===== config.mk =====
export PLATFORM = sky130hd
export DESIGN_NAME = load_align_ext_flat
export DESIGN_NICKNAME = d
export VERILOG_FILES = /design/src/rtl/load_align_ext_pkg.sv /design/src/rtl/load_align_ext_if.sv /design/src/rtl/load_align_ext_signext.sv /design/src/rtl/load_align_ext.sv /design/src/flat_wrapper.sv
export SDC_FILE = /design/constraint.sdc
export NUM_CORES = 1
export LEC_CHECK = 0
export BUFFER_PORTS_ARGS = -buffer_cell sky130_fd_sc_hd__buf_2
export CAP_MARGIN = 20
export CORE_AREA = 4 4 104 125
export DETAILED_ROUTE_END_ITERATION = 10
export DIE_AREA = 0 0 108 129
export PLACE_DENSITY_LB_ADDON = 0.1
export SYNTH_ARGS = -nofsm -noshare
export SYNTH_HDL_FRONTEND = slang
export SYNTH_SLANG_ARGS = --single-unit

===== constraint.sdc =====
create_clock -name clk -period 4.4 [get_ports clk]
set_input_delay 0.88 -clock clk [delete_from_list [all_inputs] [get_ports clk]]
set_output_delay 0.88 -clock clk [all_outputs]
set_load 0.03 [all_outputs]

===== src/rtl/load_align_ext_pkg.sv =====
// Shared types and helpers for the load align/extend data path.
package load_align_ext_pkg;

  // Load size/signedness selector; codes 7 and 8 are immediate formats
  // and are never legal as a load.
  typedef enum logic [3:0] {
    SX_0700  = 4'd0,
    SXU_0700 = 4'd1,
    SX_1500  = 4'd2,
    SXU_1500 = 4'd3,
    SX_3100  = 4'd4,
    SXU_3100 = 4'd5,
    SX_6300  = 4'd6,
    SX_1100  = 4'd7,
    SX_2000  = 4'd8
  } sx_op_t;

  typedef enum logic [2:0] {
    LD_IDLE  = 3'd0,
    LD_REQ0  = 3'd1,
    LD_WAIT0 = 3'd2,
    LD_REQ1  = 3'd3,
    LD_WAIT1 = 3'd4,
    LD_DONE  = 3'd5
  } ld_state_t;

  // A load op is legal if its size fits the datapath width.
  function automatic logic op_legal(input sx_op_t op, input int dw);
    logic ok;
    case (op)
      SX_0700, SXU_0700, SX_1500, SXU_1500, SX_3100: ok = 1'b1;
      SXU_3100, SX_6300:                             ok = (dw == 64);
      default:                                       ok = 1'b0;
    endcase
    return ok;
  endfunction

  // Number of bytes read by a load op (0 for non-load codes).
  function automatic logic [3:0] op_nbytes(input sx_op_t op);
    logic [3:0] n;
    case (op)
      SX_0700, SXU_0700: n = 4'd1;
      SX_1500, SXU_1500: n = 4'd2;
      SX_3100, SXU_3100: n = 4'd4;
      SX_6300:           n = 4'd8;
      default:           n = 4'd0;
    endcase
    return n;
  endfunction

endpackage


===== src/rtl/load_align_ext_if.sv =====
// Request, memory and response handshakes of the load align/extend block.
interface load_align_ext_if #(
  parameter int DATA_WIDTH = 32,
  parameter int ADDR_WIDTH = 32
);
  logic                  req_valid;
  logic                  req_ready;
  logic [ADDR_WIDTH-1:0] req_addr;
  logic [3:0]            req_sx_op;
  logic                  mem_req_valid;
  logic                  mem_req_ready;
  logic [ADDR_WIDTH-1:0] mem_req_addr;
  logic                  mem_rsp_valid;
  logic [DATA_WIDTH-1:0] mem_rsp_data;
  logic                  rsp_valid;
  logic                  rsp_ready;
  logic [DATA_WIDTH-1:0] rsp_data;
  logic                  rsp_err;

  modport slave (
    input  req_valid, req_addr, req_sx_op, mem_req_ready, mem_rsp_valid, mem_rsp_data, rsp_ready,
    output req_ready, mem_req_valid, mem_req_addr, rsp_valid, rsp_data, rsp_err
  );

  modport master (
    output req_valid, req_addr, req_sx_op, mem_req_ready, mem_rsp_valid, mem_rsp_data, rsp_ready,
    input  req_ready, mem_req_valid, mem_req_addr, rsp_valid, rsp_data, rsp_err
  );
endinterface


===== src/rtl/load_align_ext_signext.sv =====
// Combinational byte-align and sign/zero-extend of a two-word window.
module signext_v2
  import load_align_ext_pkg::*;
#(
  parameter int DATA_WIDTH = 32,
  parameter int OFF_W      = $clog2(DATA_WIDTH / 8)
) (
  input  logic [DATA_WIDTH-1:0] hi,
  input  logic [DATA_WIDTH-1:0] lo,
  input  logic [OFF_W-1:0]      off,
  input  sx_op_t                op,
  output logic [DATA_WIDTH-1:0] data
);

  logic [DATA_WIDTH-1:0] shifted;

  assign shifted = DATA_WIDTH'({hi, lo} >> {off, 3'b000});

  // Keep the low bytes of the shifted window and extend to full width.
  always_comb begin
    data = '0;
    case (op)
      SX_0700:  data = DATA_WIDTH'($signed(shifted[7:0]));
      SXU_0700: data = DATA_WIDTH'(shifted[7:0]);
      SX_1500:  data = DATA_WIDTH'($signed(shifted[15:0]));
      SXU_1500: data = DATA_WIDTH'(shifted[15:0]);
      SX_3100:  data = DATA_WIDTH'($signed(shifted[31:0]));
      SXU_3100: data = DATA_WIDTH'(shifted[31:0]);
      SX_6300:  data = shifted;
      default:  data = '0;
    endcase
  end

endmodule


===== src/rtl/load_align_ext.sv =====
// Multi-cycle load path: word reads, split merge, align and extend.
module load_align_ext
  import load_align_ext_pkg::*;
#(
  parameter int DATA_WIDTH = 32,
  parameter int ADDR_WIDTH = 32
) (
  input logic             clk,
  input logic             rst,
  load_align_ext_if.slave bus
);

  localparam int BYTES = DATA_WIDTH / 8;
  localparam int OFF_W = $clog2(BYTES);

  ld_state_t             state_q, state_d;
  logic [ADDR_WIDTH-1:0] addr_q, addr_d;
  sx_op_t                op_q, op_d;
  logic [DATA_WIDTH-1:0] lo_q, lo_d;
  logic [DATA_WIDTH-1:0] data_q, data_d;
  logic                  err_q, err_d;

  logic [OFF_W-1:0]      off;
  logic [ADDR_WIDTH-1:0] aligned_addr;
  logic [4:0]            span;
  logic                  split;
  logic                  req_legal;
  logic [DATA_WIDTH-1:0] ext_hi, ext_lo, ext_data;

  assign off          = addr_q[OFF_W-1:0];
  assign aligned_addr = {addr_q[ADDR_WIDTH-1:OFF_W], {OFF_W{1'b0}}};
  assign span         = 5'(off) + 5'(op_nbytes(op_q));
  assign split        = span > 5'(BYTES);
  assign req_legal    = op_legal(sx_op_t'(bus.req_sx_op), DATA_WIDTH);

  // Feed the extender straight from the memory bus in the capture cycle.
  assign ext_lo = (state_q == LD_WAIT1) ? lo_q : bus.mem_rsp_data;
  assign ext_hi = (state_q == LD_WAIT1) ? bus.mem_rsp_data : '0;

  signext_v2 #(
    .DATA_WIDTH (DATA_WIDTH),
    .OFF_W      (OFF_W)
  ) u_signext (
    .hi   (ext_hi),
    .lo   (ext_lo),
    .off  (off),
    .op   (op_q),
    .data (ext_data)
  );

  // State register.
  always_ff @(posedge clk or posedge rst) begin
    if (rst) state_q <= LD_IDLE;
    else     state_q <= state_d;
  end

  // Next-state logic walking the one- or two-read sequence.
  always_comb begin
    state_d = state_q;
    case (state_q)
      LD_IDLE:  if (bus.req_valid) state_d = req_legal ? LD_REQ0 : LD_DONE;
      LD_REQ0:  if (bus.mem_req_ready) state_d = LD_WAIT0;
      LD_WAIT0: if (bus.mem_rsp_valid) state_d = split ? LD_REQ1 : LD_DONE;
      LD_REQ1:  if (bus.mem_req_ready) state_d = LD_WAIT1;
      LD_WAIT1: if (bus.mem_rsp_valid) state_d = LD_DONE;
      LD_DONE:  if (bus.rsp_ready) state_d = LD_IDLE;
      default:  state_d = LD_IDLE;
    endcase
  end

  // Datapath updates: capture request, low word, and the final result.
  always_comb begin
    addr_d = addr_q;
    op_d   = op_q;
    lo_d   = lo_q;
    data_d = data_q;
    err_d  = err_q;
    case (state_q)
      LD_IDLE: if (bus.req_valid) begin
        addr_d = bus.req_addr;
        op_d   = sx_op_t'(bus.req_sx_op);
        data_d = '0;
        err_d  = !req_legal;
      end
      LD_WAIT0: if (bus.mem_rsp_valid) begin
        lo_d = bus.mem_rsp_data;
        if (!split) data_d = ext_data;
      end
      LD_WAIT1: if (bus.mem_rsp_valid) data_d = ext_data;
      default: ;
    endcase
  end

  // Datapath registers.
  always_ff @(posedge clk or posedge rst) begin
    if (rst) begin
      addr_q <= '0;
      op_q   <= SX_0700;
      lo_q   <= '0;
      data_q <= '0;
      err_q  <= 1'b0;
    end else begin
      addr_q <= addr_d;
      op_q   <= op_d;
      lo_q   <= lo_d;
      data_q <= data_d;
      err_q  <= err_d;
    end
  end

  // Handshake outputs decoded from the current state.
  always_comb begin
    bus.req_ready     = 1'b0;
    bus.mem_req_valid = 1'b0;
    bus.mem_req_addr  = '0;
    bus.rsp_valid     = 1'b0;
    bus.rsp_data      = data_q;
    bus.rsp_err       = err_q;
    case (state_q)
      LD_IDLE: bus.req_ready = 1'b1;
      LD_REQ0: begin
        bus.mem_req_valid = 1'b1;
        bus.mem_req_addr  = aligned_addr;
      end
      LD_REQ1: begin
        bus.mem_req_valid = 1'b1;
        bus.mem_req_addr  = aligned_addr + ADDR_WIDTH'(BYTES);
      end
      LD_DONE: bus.rsp_valid = 1'b1;
      default: ;
    endcase
  end

endmodule


===== src/flat_wrapper.sv =====
// flat-port wrapper written by rule: the top's interface ports become plain ports
module load_align_ext_flat import load_align_ext_pkg::*;
#(
  parameter int DATA_WIDTH = 32,
  parameter int ADDR_WIDTH = 32
)
  (clk, rst, bus_req_valid, bus_req_addr, bus_req_sx_op, bus_mem_req_ready, bus_mem_rsp_valid, bus_mem_rsp_data, bus_rsp_ready, bus_req_ready, bus_mem_req_valid, bus_mem_req_addr, bus_rsp_valid, bus_rsp_data, bus_rsp_err);
  load_align_ext_if #(.DATA_WIDTH(DATA_WIDTH), .ADDR_WIDTH(ADDR_WIDTH)) bus_i ();
  input logic clk;
  input logic rst;
  input wire logic [$bits(bus_i.req_valid)-1:0] bus_req_valid;
  input wire logic [$bits(bus_i.req_addr)-1:0] bus_req_addr;
  input wire logic [$bits(bus_i.req_sx_op)-1:0] bus_req_sx_op;
  input wire logic [$bits(bus_i.mem_req_ready)-1:0] bus_mem_req_ready;
  input wire logic [$bits(bus_i.mem_rsp_valid)-1:0] bus_mem_rsp_valid;
  input wire logic [$bits(bus_i.mem_rsp_data)-1:0] bus_mem_rsp_data;
  input wire logic [$bits(bus_i.rsp_ready)-1:0] bus_rsp_ready;
  output wire logic [$bits(bus_i.req_ready)-1:0] bus_req_ready;
  output wire logic [$bits(bus_i.mem_req_valid)-1:0] bus_mem_req_valid;
  output wire logic [$bits(bus_i.mem_req_addr)-1:0] bus_mem_req_addr;
  output wire logic [$bits(bus_i.rsp_valid)-1:0] bus_rsp_valid;
  output wire logic [$bits(bus_i.rsp_data)-1:0] bus_rsp_data;
  output wire logic [$bits(bus_i.rsp_err)-1:0] bus_rsp_err;
  assign bus_i.req_valid = bus_req_valid;
  assign bus_i.req_addr = bus_req_addr;
  assign bus_i.req_sx_op = bus_req_sx_op;
  assign bus_i.mem_req_ready = bus_mem_req_ready;
  assign bus_i.mem_rsp_valid = bus_mem_rsp_valid;
  assign bus_i.mem_rsp_data = bus_mem_rsp_data;
  assign bus_i.rsp_ready = bus_rsp_ready;
  assign bus_req_ready = bus_i.req_ready;
  assign bus_mem_req_valid = bus_i.mem_req_valid;
  assign bus_mem_req_addr = bus_i.mem_req_addr;
  assign bus_rsp_valid = bus_i.rsp_valid;
  assign bus_rsp_data = bus_i.rsp_data;
  assign bus_rsp_err = bus_i.rsp_err;
  load_align_ext #(.DATA_WIDTH(DATA_WIDTH), .ADDR_WIDTH(ADDR_WIDTH)) u_core (.clk(clk), .rst(rst), .bus(bus_i));
endmodule

==> run summary, run 1 <==
outcome -> complete, no violations
CTS Buf Count -> 9
R2R depth -> 7
Final Hold Vio Count -> 0
clock sink count -> 104
Final TNS setup -> 0 ns
core area -> 0.0117 mm2
Netlist cell types -> 55
Synth area leaders -> dfrtp_1 (41%), mux2_2 (12%), mux4_2 (7.8%)
Worst Tran Pin Value -> 1.00 ns
Pre-antenna DRT Iters -> 4
unrepaired setup endpoints after global routing -> false
count of state elements after synthesis -> 104
Mean Syn Cell Area -> 10.8 um2
count leader, synth -> dfrtp_1
routed len/inst -> 18.6 um
n_diodes -> 0
via count -> 5275
area of the multi-input gates -> 0.00353 mm2
share of layout cells above drive strength 1 -> 39.1%
Final Max Tran Viols -> 0
Layout area overhead -> 17.9%
main combinational cell family by area after synthesis -> multiplexers
initial drt markers -> 275
XOR/XNOR share of the synthesized area -> 3.44%
post-CTS sizing -> 0
dpl cell area -> 0.00715 mm2
fin nets -> 786
pwr dens -> 758 mW/mm2
Max Cap Violations -> 0
relative slew slack -> 32.9%
post-synthesis sequential area ratio -> 40.9%
clock root cell -> clkbuf_16
row cnt -> 43
Synth top cells by count -> dfrtp_1 (104), mux2_2 (67), o21ai_0 (40)
worst reg2reg setup slack -> 1.34 ns
vias in the first global route -> 5251
Final Power -> 5.69 mW
layout filler cell count -> 975
Arr. time, crit path -> 2.78 ns
mux contribution to synthesized area -> 23.9%
GRT Overall Usage -> 23.6%
M2 GR Usage -> 38.5%
die height -> 129 um
final instance area -> 0.00751 mm2
met1 Use GR -> 31.1%
fin crit share -> 83.3%
Post-Synth Adder-Cell Area -> 0.904%
Async SR Flop Fraction -> 100%
Synth area leader -> dfrtp_1
Hold WC Path Type -> input pin to async pin
Max FO, Critical Path -> 5
clock transition at the registers of the reported paths -> 0.07 ns
largest net degree at the start of global routing -> 90
final setup violation count -> 0
Worst Setup Start Kind -> register
clk buf depth -> 2
total gr overflow -> 0
hold_buf cts -> 0
synthesized instance count -> 590
compound-cell area share of the yosys netlist -> 12.5%
Reg area -> 0.00260 mm2
CTS tree -> yes
Post-synth EDFFs -> 0
minimum clock period -> 3.66 ns
area share of the largest cell type after synthesis -> 40.9%
detailed-route DRC error count -> 0
gr busiest metal -> met2
Die W -> 108 um
Crit. End Element -> output pin
Max VDD drop -> 0.000402 V
antenna-violating nets left -> 0
Synth Flop Type -> dfrtp_1
final WL -> 16200 um
Detailed Place HPWL -> 11700 um
reg-to-reg startpoint -> u_core.op_q[1]$_DFFE_PP0P_
# IOs -> 142
reg-to-reg endpoint -> u_core.bus.rsp_data[27]$_DFFE_PP0P_
initial antenna violation count -> 2
Critical Path RT -> 3.52 ns
Clock Latency Late Sink -> 0.34 ns
yosys warns -> 0
initial core utilization -> 54.6%
Crit Path Class -> register to output pin
PortBufs -> 139
maximum clock frequency -> 273 MHz
met3 GRT Util -> 5.07%
LEAKAGE -> 3.38 nW
Routability Congestion -> 0.878
Syn Std Cell Area -> 0.00637 mm2
first-pass GRT wire length -> 26100 um
Max H-tree Level -> 3
setup bufs post-CTS -> 0
Die ar. -> 0.0139 mm2
simple-gate portion of the synthesized area -> 14.2%
Via-to-Cell Ratio -> 6.06
clk_skew -> 0.00525 ns
fin util -> 64.3%
-- critical path, cell delays in order (launching register included) --
cell and delay (ns):
dfrtp_1 0.42, ha_1 0.26, nand4_1 0.22, nor4_1 0.81
nand3_1 0.23, xnor2_1 0.19, nor2_1 0.09, buf_2 0.22
-- kinds of logic after synthesis --
kind of cell / after synthesis
XOR/XNOR: 25
multiplexers: 116
other: 1
flip-flops: 104
adder cells (fa/ha/maj): 4
AND/OR/NAND/NOR: 172
AO/OA/AOI/OAI: 109
buffers and inverters: 59
-- per-stage QoR --
| step | hold slack [ns] | setup slack (ns) | cells |
|---|---|---|---|
| floorplan | 0.475 | 0.788 | 591 |
| global placement | 0.469 | 1.23 | 852 |
| detailed placement | 0.469 | 1.17 | 852 |
| CTS | 0.490 | 0.788 | 868 |
| global route | 0.501 | 0.550 | 870 |
| finish | 0.478 | 0.736 | 870 |
-- registers in the layout (all words and copies together), names as in the netlist --
register,count
u_core.bus.rsp_err,1
u_core.addr_q,32
u_core.lo_q,32
u_core.op_q,4
u_core.state_q,3
u_core.bus.rsp_data,32
-- cells in the final DEF (no fill, tap or decap), types with 3 or more instances in the layout --
| master | count |
|---|---|
| a211oi_1 | 6 |
| a21oi_1 | 12 |
| a221o_1 | 6 |
| a221o_2 | 10 |
| a22o_1 | 8 |
| and3_1 | 9 |
| and4_1 | 4 |
| buf_2 | 139 |
| buf_4 | 9 |
| clkbuf_16 | 9 |
| dfrtp_1 | 103 |
| ha_1 | 3 |
| inv_1 | 14 |
| mux2_2 | 67 |
| mux2i_1 | 26 |
| mux4_2 | 22 |
| nand2_1 | 35 |
| nand2b_1 | 4 |
| nand3_1 | 24 |
| nand4_1 | 15 |
| nor2_1 | 34 |
| nor3_1 | 10 |
| nor3_2 | 3 |
| nor3b_1 | 8 |
| nor4_1 | 3 |
| nor4b_1 | 5 |
| o2111ai_1 | 3 |
| o21a_1 | 3 |
| o21ai_0 | 40 |
| o2bb2ai_1 | 9 |
| or3_1 | 7 |
| xnor2_1 | 9 |
| xor2_1 | 16 |
-- per-layer routing --
layer / wire, um / part of all wire (%) / up-vias
li1: - / - / 2442
met1: 6650 / 41 / 2584
met2: 7840 / 48 / 215
met3: 1330 / 8.2 / 30
met4: 342 / 2.1 / 4
met5: 26 / 0.16 / -
-- layout make-up --
class                   count  share of cell area, %
flip-flops and latches    104                   34.7
multi-input cells         428                   47.0
clock buffers               9                   3.00
inverters                  15                  0.783
repair buffers            150                   10.6
well taps                 157                   2.62
clock inverters             7                   1.27
-- power breakdown --
| group | switching [mW] | leakage (nW) | internal, mW | total [mW] |
|---|---|---|---|---|
| sequential | 0.425 | 1.31 | 1.40 | 1.82 |
| clock | 0.363 | 0.156 | 0.500 | 0.863 |
| combinational | 1.76 | 1.92 | 1.24 | 3.00 |
| total | 2.55 | 3.38 | 3.14 | 5.69 |
-- worst max path at each step --
| stage | startpoint | end | slack, ns |
|---|---|---|---|
| floorplan | rst | u_core.addr_q[0]$_DFFE_PP0P_ | 0.79 |
| global placement | u_core.addr_q[13]$_DFFE_PP0P_ | bus_mem_req_addr[26] | 1.23 |
| detailed placement | u_core.addr_q[2]$_DFFE_PP0P_ | bus_mem_req_addr[22] | 1.17 |
| CTS | u_core.addr_q[2]$_DFFE_PP0P_ | bus_mem_req_addr[22] | 0.79 |
| global route | u_core.addr_q[13]$_DFFE_PP0P_ | bus_mem_req_addr[26] | 0.55 |
| finish | u_core.addr_q[3]$_DFFE_PP0P_ | bus_mem_req_addr[22] | 0.74 |
(Power assumes the default switching activity.)
==> run 2, diff against run 1 <==
- ABC_AREA: unset -> 1
- CORE_AREA: 4 4 104 125 -> 4 4 107 129
- DIE_AREA: 0 0 108 129 -> 0 0 111 133
- clock period: 4.4 -> 3.4 ns (I/O delays scaled with it)
==> run summary, run 2 <==
clk buf depth -> 2 (unchanged)
clk_skew -> 0.00846 ns (+0.00321 ns)
detailed-route DRC error count -> 0 (unchanged)
hold_buf cts -> 0 (unchanged)
Top delay family on crit path -> simple AND/OR/NAND/NOR gates
total gr overflow -> 0 (unchanged)
Die ar. -> 0.0148 mm2 (+6.0%)
die height -> 133 um (+3.1%)
fin nets -> 1232 (+57%)
Hold WC Path Type -> input pin to async pin
Synth area leaders -> dfrtp_1 (38%), nand2_1 (20%), nand3_1 (13%)
GRT Overall Usage -> 28.8% (+5.2 points)
Crit Path Class -> register to output pin
Via-to-Cell Ratio -> 5.55 (-8.5%)
relative slew slack -> 40.9% (+8.0 points)
largest net degree at the start of global routing -> 105 (+17%)
yosys warns -> 0 (unchanged)
Critical Path RT -> 2.72 ns (-0.80 ns)
Async SR Flop Fraction -> 100% (unchanged)
cell mode on critical path -> nand2_1
synthesized instance count -> 1045 (+77%)
via count -> 7342 (+39%)
Final TNS setup -> 0 ns (unchanged)
layout filler cell count -> 1271 (+30%)
Netlist cell types -> 42 (-24%)
row cnt -> 45 (+4.7%)
Max FO, Critical Path -> 7 (+2)
first-pass GRT wire length -> 34500 um (+32%)
area share of the largest cell type after synthesis -> 37.9% (-3.0 points)
dpl cell area -> 0.00762 mm2 (+6.6%)
CTS Buf Count -> 9 (unchanged)
Synth Flop Type -> dfrtp_1
final instance area -> 0.00794 mm2 (+5.7%)
initial core utilization -> 54.7% (+0.14 points)
Max H-tree Level -> 3 (unchanged)
Final Max Tran Viols -> 0 (unchanged)
routed len/inst -> 15.8 um (-15%)
Buf/Inv on CP -> 2 (+1)
Worst path slowest cell -> nor3_2
Worst Setup Start Kind -> register
n_diodes -> 0 (unchanged)
core area -> 0.0126 mm2 (+7.5%)
crit-path cells -> ha_1, nand2_1, inv_1, nand3_1, nor3_2, nand2_1, o21bai_1, nand3_1, nand2_1, buf_2
setup bufs post-CTS -> 0 (unchanged)
Die W -> 111 um (+2.8%)
Synth area leader -> dfrtp_1
max incr delay on CP -> 0.47 ns (-0.34 ns)
post-CTS sizing -> 0 (unchanged)
Post-synth EDFFs -> 0 (unchanged)
Crit. End Element -> output pin
vias in the first global route -> 7032 (+34%)
maximum clock frequency -> 319 MHz
initial antenna violation count -> 1 (-1)
fin crit share -> 92.3%
Worst Tran Pin Value -> 0.881 ns (-0.123 ns)
minimum clock period -> 3.14 ns
final WL -> 20900 um (+29%)
clock transition at the registers of the reported paths -> 0.08 ns (about the same)
LEAKAGE -> 4.27 nW (+27%)
clock root cell -> clkbuf_16
antenna-violating nets left -> 0 (unchanged)
PortBufs -> 139 (unchanged)
final setup violation count -> 0 (unchanged)
commonest cells after routing, fill and taps aside -> nand2_1 (360), nand3_1 (173), buf_2 (139)
Pre-antenna DRT Iters -> 5 (+1)
# IOs -> 142 (unchanged)
unrepaired setup endpoints after global routing -> false
Clock Latency Late Sink -> 0.37 ns (+0.03 ns)
Syn Std Cell Area -> 0.00687 mm2 (+7.8%)
post-synthesis sequential area ratio -> 37.9% (-3.0 points)
commonest non-fill, non-tap cell in the layout -> nand2_1
Max VDD drop -> 0.000595 V (+48%)
pwr dens -> 982 mW/mm2 (+30%)
Arr. time, crit path -> 2.46 ns (-0.32 ns)
Layout area overhead -> 15.6%
initial drt markers -> 781 (+180%)
count of state elements after synthesis -> 104 (unchanged)
CTS tree -> yes
Mean Syn Cell Area -> 6.57 um2 (-39%)
count leader, synth -> nand2_1
Max Cap Violations -> 0 (unchanged)
Detailed Place HPWL -> 15100 um (+29%)
outcome -> complete, no violations
share of layout cells above drive strength 1 -> 16.9% (-22 points)
Synth top cells by count -> nand2_1 (360), nand3_1 (173), o21ai_0 (110)
Routability Congestion -> 0.978 (+11%)
clock sink count -> 104 (unchanged)
Final Hold Vio Count -> 0 (unchanged)
==> run 2: power by group <==
| part | internal (mW) | switching [mW] |
|---|---|---|
| Combinational | 1.30 | 3.15 |
| Sequential | 1.80 | 0.462 |
| Clock | 0.528 | 0.550 |
==> run 2: tightest hold or removal path, stage by stage <==
cell,delay [ns]
buf_2,0.11
clkinvlp_4,0.07
buf_12,0.42
==> run 2: kinds of logic (layout without fill, tap and decap cells) <==
kind of cell	count (synthesis)	count (layout)	share of synthesized area [%]
flops	104	104	37.9
compound gates	160	160	12.4
simple gates	611	611	38.8
buf+inv	164	277	9.89
fa+ha+maj	4	4	0.838
xor+xnor	1	1	0.128
other cells	1	2	0.0546
==> run 2: metrics by stage <==
| stage | hold WS [ns] | std cells | total power, mW | util (%) | worst slack [ns] |
|---|---|---|---|---|---|
| 3_3_place_gp | 0.460 | 1307 | 6.66 | 60.7 | 0.691 |
| 5_1_grt | 0.502 | 1323 | 8.45 | 63.2 | 0.00183 |
| 4_1_cts | 0.485 | 1323 | 7.79 | 63.2 | 0.181 |
| 6_report | 0.461 | 1323 | 7.79 | 63.2 | 0.263 |
| 2_1_floorplan | 0.444 | 1046 | 5.50 | - | 0.833 |
| 3_5_place_dp | 0.462 | 1307 | 6.70 | 60.7 | 0.580 |
==> run 2: layout make-up <==
class                      instances  area [um2]  share of cell area [%]
clock inverter                     7        83.8                    1.06
inverter                         108         415                    5.23
tap                              164         205                    2.59
sequential                       104        2600                    32.8
clock buffer                       9         225                    2.84
timing repair buffer             153         813                    10.2
multi-input combinational        778        3590                    45.2
==> run 2: metal layers <==
layer / GRT usage (%) / up-vias / share of wire [%]
met5: 0 / - / 0.043
met4: 15.5 / 2 / 5.2
met3: 4.80 / 62 / 6.0
met2: 49.4 / 300 / 49
met1: 34.3 / 3355 / 40
li1: - / 3623 / -
==> run 2: final timing paths <==
check                                                     from                                   to  slack (ns)  cells after the start
setup / recovery                  u_core.addr_q[2]$_DFFE_PP0P_                 bus_mem_req_addr[22]        0.26                     10
hold / removal                                             rst         u_core.addr_q[3]$_DFFE_PP0P_        0.46                      3
setup reg to reg                    u_core.op_q[3]$_DFFE_PP0P_   u_core.bus.rsp_data[6]$_DFFE_PP0P_        0.69                     12
hold reg to reg            u_core.bus.rsp_data[31]$_DFFE_PP0P_  u_core.bus.rsp_data[31]$_DFFE_PP0P_        0.48                      2
max in group asynchronous                                  rst           u_core.lo_q[9]$_DFFE_PP0P_        2.48                      3
min in group clk           u_core.bus.rsp_data[31]$_DFFE_PP0P_  u_core.bus.rsp_data[31]$_DFFE_PP0P_        0.48                      2
==> run 3, diff against run 2 <==
- ABC_AREA: 1 -> unset
- CORE_AREA: 4 4 107 129 -> 4 4 104 125
- DIE_AREA: 0 0 111 133 -> 0 0 108 129
==> run summary, run 3 (same netlist as run 1, synthesis figures left out) <==
outcome -> complete, no violations
worst reg2reg setup slack -> 0.60 ns (-0.09 ns)
cell mode on critical path -> nand4_1
Buf/Inv on CP -> 1 (-1)
fin nets -> 795 (-35%)
max incr delay on CP -> 0.45 ns (-0.02 ns)
initial drt markers -> 179 (-77%)
final WL -> 16000 um (-23%)
CTS Buf Count -> 9 (unchanged)
PortBufs -> 139 (unchanged)
clk_skew -> 0.00637 ns (-0.00210 ns)
commonest non-fill, non-tap cell in the layout -> buf_2
Crit Path Class -> register to output pin
Via-to-Cell Ratio -> 5.91 (+6.5%)
largest net degree at the start of global routing -> 65 (-38%)
routed len/inst -> 18.2 um (+15%)
total gr overflow -> 0 (unchanged)
hold_buf cts -> 0 (unchanged)
clk buf depth -> 2 (unchanged)
relative slew slack -> 30.0% (-11 points)
vias in the first global route -> 5206 (-26%)
pwr dens -> 972 mW/mm2 (-0.99%)
die height -> 129 um (-3.0%)
Arr. time, crit path -> 2.46 ns (about the same)
Worst path slowest cell -> dfrtp_1
share of layout cells above drive strength 1 -> 40.0% (+23 points)
Final TNS setup -> 0 ns (unchanged)
Final Max Tran Viols -> 0 (unchanged)
Max VDD drop -> 0.000489 V (-18%)
Max H-tree Level -> 3 (unchanged)
clock sink count -> 104 (unchanged)
Critical Path RT -> 2.72 ns (about the same)
GRT Overall Usage -> 23.8% (-5.0 points)
reg-to-reg endpoint -> u_core.bus.rsp_data[19]$_DFFE_PP0P_
Max FO, Critical Path -> 7 (unchanged)
LEAKAGE -> 3.41 nW (-20%)
CTS tree -> yes
unrepaired setup endpoints after global routing -> false
reg-to-reg startpoint -> u_core.op_q[1]$_DFFE_PP0P_
Die ar. -> 0.0139 mm2 (-5.6%)
initial antenna violation count -> 1 (unchanged)
Top delay family on crit path -> simple AND/OR/NAND/NOR gates
R2R depth -> 7 (-5)
minimum clock period -> 3.14 ns (+0.00146 ns)
Crit. End Element -> output pin
Hold WC Path Type -> input pin to async pin
Detailed Place HPWL -> 12000 um (-20%)
# IOs -> 142 (unchanged)
Max Cap Violations -> 0 (unchanged)
crit-path cells -> nand4_1, nor4_2, nand4_1, or3_1, a21oi_1, buf_2
Final Hold Vio Count -> 0 (unchanged)
fin crit share -> 92.3% (about the same)
worst hold margin -> 0.447 ns (-0.0140 ns)
Die W -> 108 um (-2.7%)
via count -> 5201 (-29%)
commonest cells after routing, fill and taps aside -> buf_2 (139), dfrtp_1 (103), mux2_2 (67)
Worst Setup Start Kind -> register
detailed-route DRC error count -> 0 (unchanged)
core area -> 0.0117 mm2 (-7.0%)
maximum clock frequency -> 319 MHz (about the same)
clock root cell -> clkbuf_16
first-pass GRT wire length -> 26500 um (-23%)
antenna-violating nets left -> 0 (unchanged)
initial core utilization -> 54.6% (-0.14 points)
Pre-antenna DRT Iters -> 5 (unchanged)
final setup violation count -> 0 (unchanged)
Worst Tran Pin Value -> 1.04 ns (+0.161 ns)
layout filler cell count -> 972 (-24%)
clock transition at the registers of the reported paths -> 0.07 ns (about the same)
Clock Latency Late Sink -> 0.34 ns (-0.03 ns)
Routability Congestion -> 0.891 (-8.9%)
row cnt -> 43 (-4.4%)
Layout area overhead -> 18.9%
==> run 3: repair_timing <==
action	CTS	global route
setup endpoints to repair	0	3
resized for setup	0	1
setup buffers	0	0
==> run 3: stage by stage <==
stage | setup WS, ns | power, mW | instances | cell area [um2] | util (%)
final | 0.261 | 7.36 | 880 | 7570 | 64.9
after global routing | 0.0679 | 7.88 | 879 | 7570 | 64.9
after CTS | 0.101 | 7.39 | 879 | 7570 | 64.8
after detailed placement | 0.491 | 6.28 | 863 | 7250 | 62.1
after global placement | 0.572 | 6.17 | 863 | 7250 | 62.1
after floorplan | 0.560 | 5.26 | 591 | 6380 | -
==> run 3: metal layers <==
layer / global-route usage, % / wire length, um / vias to the layer above
li1: - / - / 2461
met1: 31.1 / 6720 / 2532
met2: 39.3 / 7880 / 183
met3: 5.72 / 1180 / 23
met4: 7.43 / 252 / 2
met5: 0 / 13 / -
==> run 3: cell type report <==
| cell class | count | area, um2 | share of cell area [%] |
|---|---|---|---|
| Tap cell | 157 | 196 | 2.59 |
| Timing Repair Buffer | 159 | 858 | 11.3 |
| Clock inverter | 4 | 51.3 | 0.677 |
| Sequential cell | 104 | 2600 | 34.4 |
| Inverter | 15 | 60.1 | 0.793 |
| Clock buffer | 12 | 267 | 3.52 |
| Multi-Input combinational cell | 428 | 3540 | 46.7 |
| Antenna cell | 1 | 2.50 | 0.0330 |
==> run 3: how the worst max path moves through the flow <==
stage                                        startpoint                   end  slack (ns)  cells after the start
final                     u_core.addr_q[13]$_DFFE_PP0P_  bus_mem_req_addr[26]        0.26                      6
after global routing       u_core.addr_q[6]$_DFFE_PP0P_  bus_mem_req_addr[26]        0.07                      6
after CTS                 u_core.addr_q[13]$_DFFE_PP0P_  bus_mem_req_addr[26]        0.10                      6
after detailed placement  u_core.addr_q[13]$_DFFE_PP0P_  bus_mem_req_addr[26]        0.49                      6
after global placement    u_core.addr_q[13]$_DFFE_PP0P_  bus_mem_req_addr[26]        0.57                      6
after floorplan           u_core.state_q[1]$_DFFE_PP0P_  bus_mem_req_addr[24]        0.56                      6
==> run 3: report_power, final <==
group / leakage, nW / switching [mW] / internal [mW]
clock: 0.155 / 0.456 / 0.632
combinational: 1.95 / 2.30 / 1.65
sequential: 1.31 / 0.523 / 1.81
